### src/rtl/boot_loader_ctrl.sv
// rtl/boot_loader_ctrl.sv - word-oriented boot loader: command decode, program-memory load with checksum, CPU run/halt control
module boot_loader_ctrl #(
  parameter int ADDR_W         = 10,
  parameter int TIMEOUT_CYCLES = 50_000_000
) (
  input  logic              clk,
  input  logic              rst,
  input  logic [31:0]       rx_word,
  input  logic              rx_valid,
  output logic [31:0]       tx_word,
  output logic              tx_req,
  input  logic              tx_done,
  output logic [ADDR_W-1:0] mem_addr,
  output logic [31:0]       mem_wdata,
  output logic              mem_we,
  output logic              core_run,
  output logic              busy,
  output logic              err_timeout
);

  localparam logic [15:0] CMD_TAG   = 16'hB007;
  localparam logic [31:0] ACK_RUN   = 32'hACED_0002;
  localparam logic [31:0] ACK_HALT  = 32'hACED_0003;
  localparam logic [31:0] NACK_CMD  = 32'hBAD0_0001;
  localparam logic [31:0] NACK_LEN  = 32'hBAD0_0002;
  localparam logic [31:0] NACK_BUSY = 32'hBAD0_0003;
  localparam logic [32:0] MEM_WORDS = 33'(1) << ADDR_W;
  // The counter only has to reach TIMEOUT_CYCLES-1 before the expiry cycle.
  localparam int          TMO_W     = (TIMEOUT_CYCLES > 1) ? $clog2(TIMEOUT_CYCLES) : 1;
  localparam logic [TMO_W-1:0] TMO_LAST = TMO_W'(TIMEOUT_CYCLES - 1);

  typedef enum logic [2:0] {
    ST_IDLE,
    ST_GET_ADDR,
    ST_GET_LEN,
    ST_GET_DATA,
    ST_SEND
  } state_e;

  state_e            state_q, state_d;
  logic [31:0]       tx_word_q, tx_word_d;
  logic              core_run_q, core_run_d;
  logic [ADDR_W-1:0] mem_addr_q, mem_addr_d;
  logic [31:0]       mem_wdata_q, mem_wdata_d;
  logic              mem_we_q, mem_we_d;
  logic [ADDR_W-1:0] base_q, base_d;
  logic [ADDR_W:0]   len_q, len_d;
  logic [ADDR_W:0]   idx_q, idx_d;
  logic [31:0]       csum_q, csum_d;
  logic [TMO_W-1:0]  tmo_q, tmo_d;
  logic              err_q, err_d;

  logic              in_load;
  logic              len_bad;
  logic [ADDR_W:0]   idx_inc;
  logic [31:0]       csum_inc;

  assign in_load  = (state_q == ST_GET_ADDR) || (state_q == ST_GET_LEN) ||
                    (state_q == ST_GET_DATA);
  // Length check is done 33 bits wide so a huge N cannot wrap into range.
  assign len_bad  = (rx_word == 32'd0) ||
                    (({1'b0, rx_word} + 33'(base_q)) > MEM_WORDS);
  assign idx_inc  = idx_q + 1'b1;
  assign csum_inc = csum_q + rx_word;

  // State register.
  always_ff @(posedge clk or posedge rst) begin
    if (rst) begin
      state_q <= ST_IDLE;
    end else begin
      state_q <= state_d;
    end
  end

  // Datapath registers: response word, memory port, load bookkeeping, timer.
  always_ff @(posedge clk or posedge rst) begin
    if (rst) begin
      tx_word_q   <= '0;
      core_run_q  <= 1'b0;
      mem_addr_q  <= '0;
      mem_wdata_q <= '0;
      mem_we_q    <= 1'b0;
      base_q      <= '0;
      len_q       <= '0;
      idx_q       <= '0;
      csum_q      <= '0;
      tmo_q       <= '0;
      err_q       <= 1'b0;
    end else begin
      tx_word_q   <= tx_word_d;
      core_run_q  <= core_run_d;
      mem_addr_q  <= mem_addr_d;
      mem_wdata_q <= mem_wdata_d;
      mem_we_q    <= mem_we_d;
      base_q      <= base_d;
      len_q       <= len_d;
      idx_q       <= idx_d;
      csum_q      <= csum_d;
      tmo_q       <= tmo_d;
      err_q       <= err_d;
    end
  end

  // Next-state and datapath updates for command decode, load and response.
  always_comb begin
    state_d     = state_q;
    tx_word_d   = tx_word_q;
    core_run_d  = core_run_q;
    mem_addr_d  = mem_addr_q;
    mem_wdata_d = mem_wdata_q;
    mem_we_d    = 1'b0;
    base_d      = base_q;
    len_d       = len_q;
    idx_d       = idx_q;
    csum_d      = csum_q;
    tmo_d       = tmo_q;
    err_d       = 1'b0;

    case (state_q)
      ST_IDLE: begin
        if (rx_valid && (rx_word[31:16] == CMD_TAG)) begin
          tmo_d = '0;
          case (rx_word[15:0])
            16'h0001: begin
              if (core_run_q) begin
                tx_word_d = NACK_BUSY;
                state_d   = ST_SEND;
              end else begin
                state_d   = ST_GET_ADDR;
              end
            end
            16'h0002: begin
              core_run_d = 1'b1;
              tx_word_d  = ACK_RUN;
              state_d    = ST_SEND;
            end
            16'h0003: begin
              core_run_d = 1'b0;
              tx_word_d  = ACK_HALT;
              state_d    = ST_SEND;
            end
            default: begin
              tx_word_d = NACK_CMD;
              state_d   = ST_SEND;
            end
          endcase
        end
      end

      ST_GET_ADDR: begin
        if (rx_valid) begin
          tmo_d   = '0;
          base_d  = rx_word[ADDR_W-1:0];
          state_d = ST_GET_LEN;
        end
      end

      ST_GET_LEN: begin
        if (rx_valid) begin
          tmo_d = '0;
          if (len_bad) begin
            tx_word_d = NACK_LEN;
            state_d   = ST_SEND;
          end else begin
            len_d   = rx_word[ADDR_W:0];
            idx_d   = '0;
            csum_d  = '0;
            state_d = ST_GET_DATA;
          end
        end
      end

      ST_GET_DATA: begin
        if (rx_valid) begin
          tmo_d       = '0;
          mem_we_d    = 1'b1;
          mem_addr_d  = base_q + idx_q[ADDR_W-1:0];
          mem_wdata_d = rx_word;
          csum_d      = csum_inc;
          idx_d       = idx_inc;
          if (idx_inc == len_q) begin
            tx_word_d = csum_inc;
            state_d   = ST_SEND;
          end
        end
      end

      ST_SEND: begin
        // Incoming words are ignored here, even in the tx_done cycle.
        if (tx_done) begin
          state_d = ST_IDLE;
        end
      end

      default: begin
        state_d = ST_IDLE;
      end
    endcase

    // Inter-word idle timer for the load phases; a received word always wins.
    if (in_load && !rx_valid) begin
      if (tmo_q == TMO_LAST) begin
        err_d   = 1'b1;
        tmo_d   = '0;
        state_d = ST_IDLE;
      end else begin
        tmo_d = tmo_q + 1'b1;
      end
    end
  end

  assign tx_word     = tx_word_q;
  assign tx_req      = (state_q == ST_SEND);
  assign mem_addr    = mem_addr_q;
  assign mem_wdata   = mem_wdata_q;
  assign mem_we      = mem_we_q;
  assign core_run    = core_run_q;
  assign busy        = (state_q != ST_IDLE);
  assign err_timeout = err_q;

endmodule

### config.mk
export PLATFORM = sky130hd
export DESIGN_NAME = boot_loader_ctrl
export DESIGN_NICKNAME = d
export VERILOG_FILES = /design/src/rtl/boot_loader_ctrl.sv
export SDC_FILE = /design/constraint.sdc
export NUM_CORES = 1
export LEC_CHECK = 0
export BUFFER_PORTS_ARGS = -buffer_cell sky130_fd_sc_hd__buf_2
export CAP_MARGIN = 40
export CORE_UTILIZATION = 45
export DETAILED_ROUTE_END_ITERATION = 8
export PLACE_DENSITY = 0.62
export SYNTH_ARGS = -nofsm -noshare
export SYNTH_HDL_FRONTEND = slang
export SYNTH_SLANG_ARGS = --single-unit
### constraint.sdc
create_clock -name clk -period 12.2 [get_ports clk]
set_clock_uncertainty 0.2 [all_clocks]
set_input_delay 0 -clock clk [delete_from_list [all_inputs] [get_ports clk]]
set_output_delay 0 -clock clk [all_outputs]
set_load 0.05 [all_outputs]
### Word level (Yosys, flattened, before mapping)

Cells that the tools add are included.

* input bits: 36
* logic and storage cells: 97
* bits in registers: 170
* output and inout port bits: 79

* reductions and logical operators: 21
* equal/unequal tests: 19
* add/subtract/negate cells: 5
* multiplexer cells: 38
* bitwise logic cells: 1
* $lt $le $gt $ge: 1

Operator list (number)
* 32-bit two-way mux: 9
* 32-bit case mux with 3 select lines: 2
* 26-bit two-way mux: 4
* 32-bit case mux with 2 select lines: 1
* 26-bit case mux with 2 select lines: 1
* 32-bit by 10-bit adder with 33-bit output: 1
* 33-bit by 11-bit greater-than comparator with 1-bit output (second input constant): 1
* 11-bit two-way mux: 3
* 3-bit two-way mux: 11
* 32-bit adder: 1
* 16-bit by 2-bit equality test with 1-bit output (second input constant): 2
* 32-bit zero test: 1
* 26-bit by 1-bit adder with 26-bit output (second input constant): 1
* 26-bit equality test (second input constant): 1
* 11-bit case mux with 2 select lines: 1
* 16-bit by 1-bit equality test with 1-bit output (second input constant): 1
* 16-bit equality test (second input constant): 1
* 3-bit case mux with 5 select lines: 1
* 11-bit by 1-bit adder with 11-bit output (second input constant): 1
* 11-bit equality test: 1
* 10-bit adder: 1
* 2-bit != test (second input constant): 5
* 3-bit AND reduction: 3
* 3-bit nonzero test: 3
* other kinds (18): 28

### Depth between registers and ports, before layout

* depth after elaboration: 8
* mapped depth: 14
* gate-level depth less buffers: 12

### Worst setup path before layout

No wires, ideal clock.

* kind: register to register
* start point: register base_q[0]
* end point: register len_q[0]
* arrival: 3.391 ns
* library setup time: 0.125 ns
* setup slack: 8.483 ns
* data required time: 11.875 ns
* cell stages (with the launch flop): 13
* path through: dfrtp_1 -> ha_1 -> fa_1 -> a211o_1 -> a2111oi_2 -> o21ai_2 -> a21o_1 -> a22oi_1 -> nand4_1 -> nor4b_4 -> nand3_4 -> buf_6 -> mux2_4

* cells in the longest elaborated chain, start to end: 5

Ends and longest elaborated chain
* start, declared: line 46 `logic [ADDR_W-1:0] base_q, base_d;`
* start signal, assigned: line 95 `base_q <= base_d;`
* 32-bit by 10-bit adder with 33-bit output: line 62 `(({1'b0, rx_word} + 33'(base_q)) > MEM_WORDS);`
* 33-bit by 11-bit greater-than comparator with 1-bit output: line 62
* 1-bit logical OR: line 61 `assign len_bad = (rx_word == 32'd0) ||`
* 1-bit inverter (no source line)
* 3-bit AND reduction (no source line)
* end signal, assigned: line 96 `len_q <= len_d;`
* end, declared: line 47 `logic [ADDR_W:0] len_q, len_d;`

No other way between the ends.
A chain may end at the register's enable or synchronous reset.

### Worst setup path after layout

* start point: register base_q[0]
* end point: register tx_word_q[0], in the netlist tx_word[0]

* cells in the longest elaborated chain, start to end: 5

Ends and longest elaborated chain
* 32-bit by 10-bit adder with 33-bit output: line 62
* 33-bit by 11-bit greater-than comparator with 1-bit output: line 62
* 1-bit logical OR: line 61
* 2-bit != test (no source line)
* 7-bit AND reduction (no source line)
* end signal, assigned: line 90 `tx_word_q <= tx_word_d;`
* end, declared: line 41 `logic [31:0] tx_word_q, tx_word_d;`

No other way between the ends.

==> metrics.log <==
INFO  metric hold-worst-slack = approximately 0.23 ns
INFO  metric postSynth.asyncResetShare = between 90% and 100%
INFO  metric numPortBuffers = roughly 110
INFO  metric report.final.hold_viol_count = 0
INFO  metric effective_utilization_at_floorplan = a little under half
INFO  metric drv.max_cap_violation_count = 0
INFO  metric use_met2 = between 30% and 40%
INFO  metric critPathKind = reg2reg
INFO  metric netlist_area = between 10000 and 15000 um2
INFO  metric final_period_minus_worst_setup_slack = between 4 and 5 ns
INFO  metric synthesized_flop_and_latch_total = between 150 and 200
INFO  metric grt_antenna_before_repair = 1
INFO  metric power.static_leakage = ~0.006 uW
INFO  metric htree_num_levels = 4
INFO  metric grt_use_met3 = 3.66%
INFO  metric finalCoreUtilization = between 50% and 60%
INFO  metric die_area = between 20000 and 25000 um2
INFO  metric worst_slack = roughly 7.9 ns
INFO  metric flow.area_growth_from_synthesis = 17.4%
INFO  metric setup.worst_path.start_class = flip-flop
INFO  metric post-synth-top-count-cell = sky130_fd_sc_hd__nand2_1
INFO  metric hold_path_class = in2reg
INFO  metric grt.overflow.total = 0
INFO  metric vias = roughly 9000
INFO  metric height_of_the_die = 153 um
INFO  metric tns = 0 ns
INFO  metric power_per_cell_area = approximately 100 nW/um2
INFO  metric cts_tree = yes
INFO  metric floorplan.core_area = between 20000 and 25000 um2
INFO  metric part_of_the_cycle_the_worst_path_needs = 35.6%
INFO  metric cts-root-to-sink-buffers = 2
INFO  metric relSlewSlack = 43.2%
INFO  metric placement_rows = between 50 and 60
INFO  metric tritoncts.num_buffers = 17
INFO  metric drv_slew = 0
INFO  metric cts_root_buffer = sky130_fd_sc_hd__clkbuf_16
INFO  metric worst_slew_pin_slew = about 0.85 ns
INFO  metric max-vdd-ir-drop = between 0.07 and 0.08 mV
INFO  metric num_antenna_cells = 0
INFO  metric number_of_flops_mapped_to_enable_cells_by_yosys = 0
INFO  metric groute.usage.overall = between 20% and 30%
INFO  metric critPathArrivalTime = roughly 4.5 ns
INFO  metric synth.yosys.warnings = 0
INFO  metric grt_util_met1 = between 30% and 40%
INFO  metric dp_hpwl = 20.8 mm
INFO  metric first_iter_violations = approximately 600
INFO  metric setup_viol = 0
INFO  metric synthesis.area_per_instance = roughly 8.8 um2
INFO  metric place_congestion = roughly 0.87
INFO  metric ys_top_cells_by_area = sky130_fd_sc_hd__dfrtp_1, sky130_fd_sc_hd__nand2_1, sky130_fd_sc_hd__ha_1
INFO  metric synth_net_count = ~1300
INFO  metric first_pass_grt_wire_length = between 40 and 50 mm
INFO  metric synth_top_area_cell = sky130_fd_sc_hd__dfrtp_1
INFO  metric synthDistinctLibCells = 77
INFO  metric synthesis.instances = 1168
INFO  metric crit_path_end_kind = flip-flop
INFO  metric finalPower = about 1200 uW
INFO  metric post-place-ws = around 7.9 ns
INFO  metric floorplan.die.width = 153 um
INFO  metric synth_ff_type = sky130_fd_sc_hd__dfrtp_1
INFO  metric clkLatencyLatePin = around 0.44 ns
INFO  metric wirelength = just under 30 mm
INFO  metric run_status = finished, final reports clean
INFO  metric drive_above_1_share = between 10% and 20%
INFO  metric grt_busiest_layer = met2
INFO  metric clkTransAtPathRegs = about 0.080 ns
INFO  metric clkSinkCount = 170
INFO  metric critPathRequiredTime = ~12 ns
INFO  metric yosysTopAreaCellShare = 41.2%
INFO  metric rsz0062_at_grt = false
INFO  metric remaining_drc_errors = 0
INFO  metric max_freq = ~230 MHz
INFO  metric cts_setup_buffers = 0
INFO  metric final_antenna_net_count = 0
INFO  metric first_global_vias = slightly below 9000
INFO  metric ys_seq_area_share = between 40% and 50%
INFO  metric crit_path_max_fanout = 14
INFO  metric boundaryPins = between 100 and 150
INFO  metric grt_start_max_net_pins = between 70 and 80
INFO  metric post_synth_most_frequent_cells = sky130_fd_sc_hd__nand2_1, sky130_fd_sc_hd__dfrtp_1, sky130_fd_sc_hd__o21ai_0
INFO  metric viasPerCell = 5.71
INFO  metric drt_pre_antenna_iters = 5
INFO  metric layout.nets = between 1000 and 1500
INFO  metric detail_route.wl_per_cell = 18.3 um
## worst max-delay path, cell delays in order (launching register included)
cell and delay (ns):
sky130_fd_sc_hd__dfrtp_1 0.40, sky130_fd_sc_hd__ha_1 0.23, sky130_fd_sc_hd__fa_1 0.43, sky130_fd_sc_hd__a211o_1 0.34
sky130_fd_sc_hd__a2111oi_2 0.40, sky130_fd_sc_hd__o21ai_2 0.21, sky130_fd_sc_hd__a311oi_1 0.30, sky130_fd_sc_hd__a31o_1 0.13
sky130_fd_sc_hd__nand4_1 0.16, sky130_fd_sc_hd__nor4b_4 0.51, sky130_fd_sc_hd__a21o_1 0.55, sky130_fd_sc_hd__buf_8 0.23
sky130_fd_sc_hd__o21ai_0 0.10
## placed cells by master (no fill, tap or decap), types with 17 or more instances in the layout
cell type,n
sky130_fd_sc_hd__nand2_1,231
sky130_fd_sc_hd__o21ai_0,109
sky130_fd_sc_hd__mux2_2,18
sky130_fd_sc_hd__xor2_1,30
sky130_fd_sc_hd__nor2_1,70
sky130_fd_sc_hd__nand3_1,39
sky130_fd_sc_hd__a21o_1,20
sky130_fd_sc_hd__and3_1,24
sky130_fd_sc_hd__inv_1,27
sky130_fd_sc_hd__dlygate4sd3_1,37
sky130_fd_sc_hd__ha_1,52
sky130_fd_sc_hd__buf_2,114
sky130_fd_sc_hd__clkbuf_16,17
sky130_fd_sc_hd__dfrtp_1,170
sky130_fd_sc_hd__a21oi_1,55
sky130_fd_sc_hd__xnor2_1,41
## state kept, by name, indices dropped and copies added, names as in the netlist
| signal | cells |
|---|---|
| base_q | 10 |
| core_run | 1 |
| csum_q | 32 |
| err_timeout | 1 |
| idx_q | 11 |
| len_q | 11 |
| mem_addr | 10 |
| mem_wdata | 32 |
| mem_we | 1 |
| state_q | 3 |
| tmo_q | 26 |
| tx_word | 32 |
## area by class of cell
type	count	area [um2]
fill	2113	10500
multi-input combinational	923	5770
sequential	170	4250
timing repair buffer	161	1070
clock buffer	19	453
tap	285	357
inverter	28	110
clock inverter	13	108
## logic make-up (layout without fill, tap and decap cells)
logic type / after synthesis / after routing / synth area share [%]
adder cells (fa/ha/maj): 55 / 55 / 6.88
AND/OR/NAND/NOR: 471 / 471 / 21.5
AO/OA/AOI/OAI: 293 / 293 / 17.8
buffers and inverters: 75 / 221 / 2.96
multiplexers: 33 / 33 / 3.61
flip-flops: 170 / 170 / 41.2
XOR/XNOR: 71 / 71 / 6.02
## path summary, 6_finish.rpt
path | start | to | slack [ns] | depth (start not counted)
max reg2reg | base_q[0] | tx_word[0] | 7.86 | 12
min | rx_word[21] | mem_wdata[21] | 0.23 | 4
min in group asynchronous | rst | tmo_q[22] | 0.53 | 4
max | base_q[0] | tx_word[0] | 7.86 | 12
max in group asynchronous | rst | mem_wdata[4] | 10.39 | 6
min reg2reg | mem_wdata[6] | mem_wdata[6] | 0.27 | 2
## metal layers
metal | up-vias | wire (um)
met5 | - | 13
met1 | 4383 | 14300
li1 | 4425 | -
met2 | 285 | 12700
met4 | 2 | 449
met3 | 41 | 1760
## through the flow
step	instances	instance area [um2]
finish	1599	12100
detailed placement	1530	11200
floorplan	1168	10300
global route	1599	12100
CTS	1599	12100
global placement	1526	11100
## what timing repair did
item,CTS,global route
hold buffers,37,0
endpoints found under the hold margin,176,0
gates resized for setup,0,0
## where the power goes
part | internal, uW | switching, uW | total [uW]
Clock | 276 | 253 | 530
Sequential | 563 | 0.0193 | 563
Combinational | 30.7 | 56.0 | 86.7
Note: power is estimated with default switching activity, not from simulation.
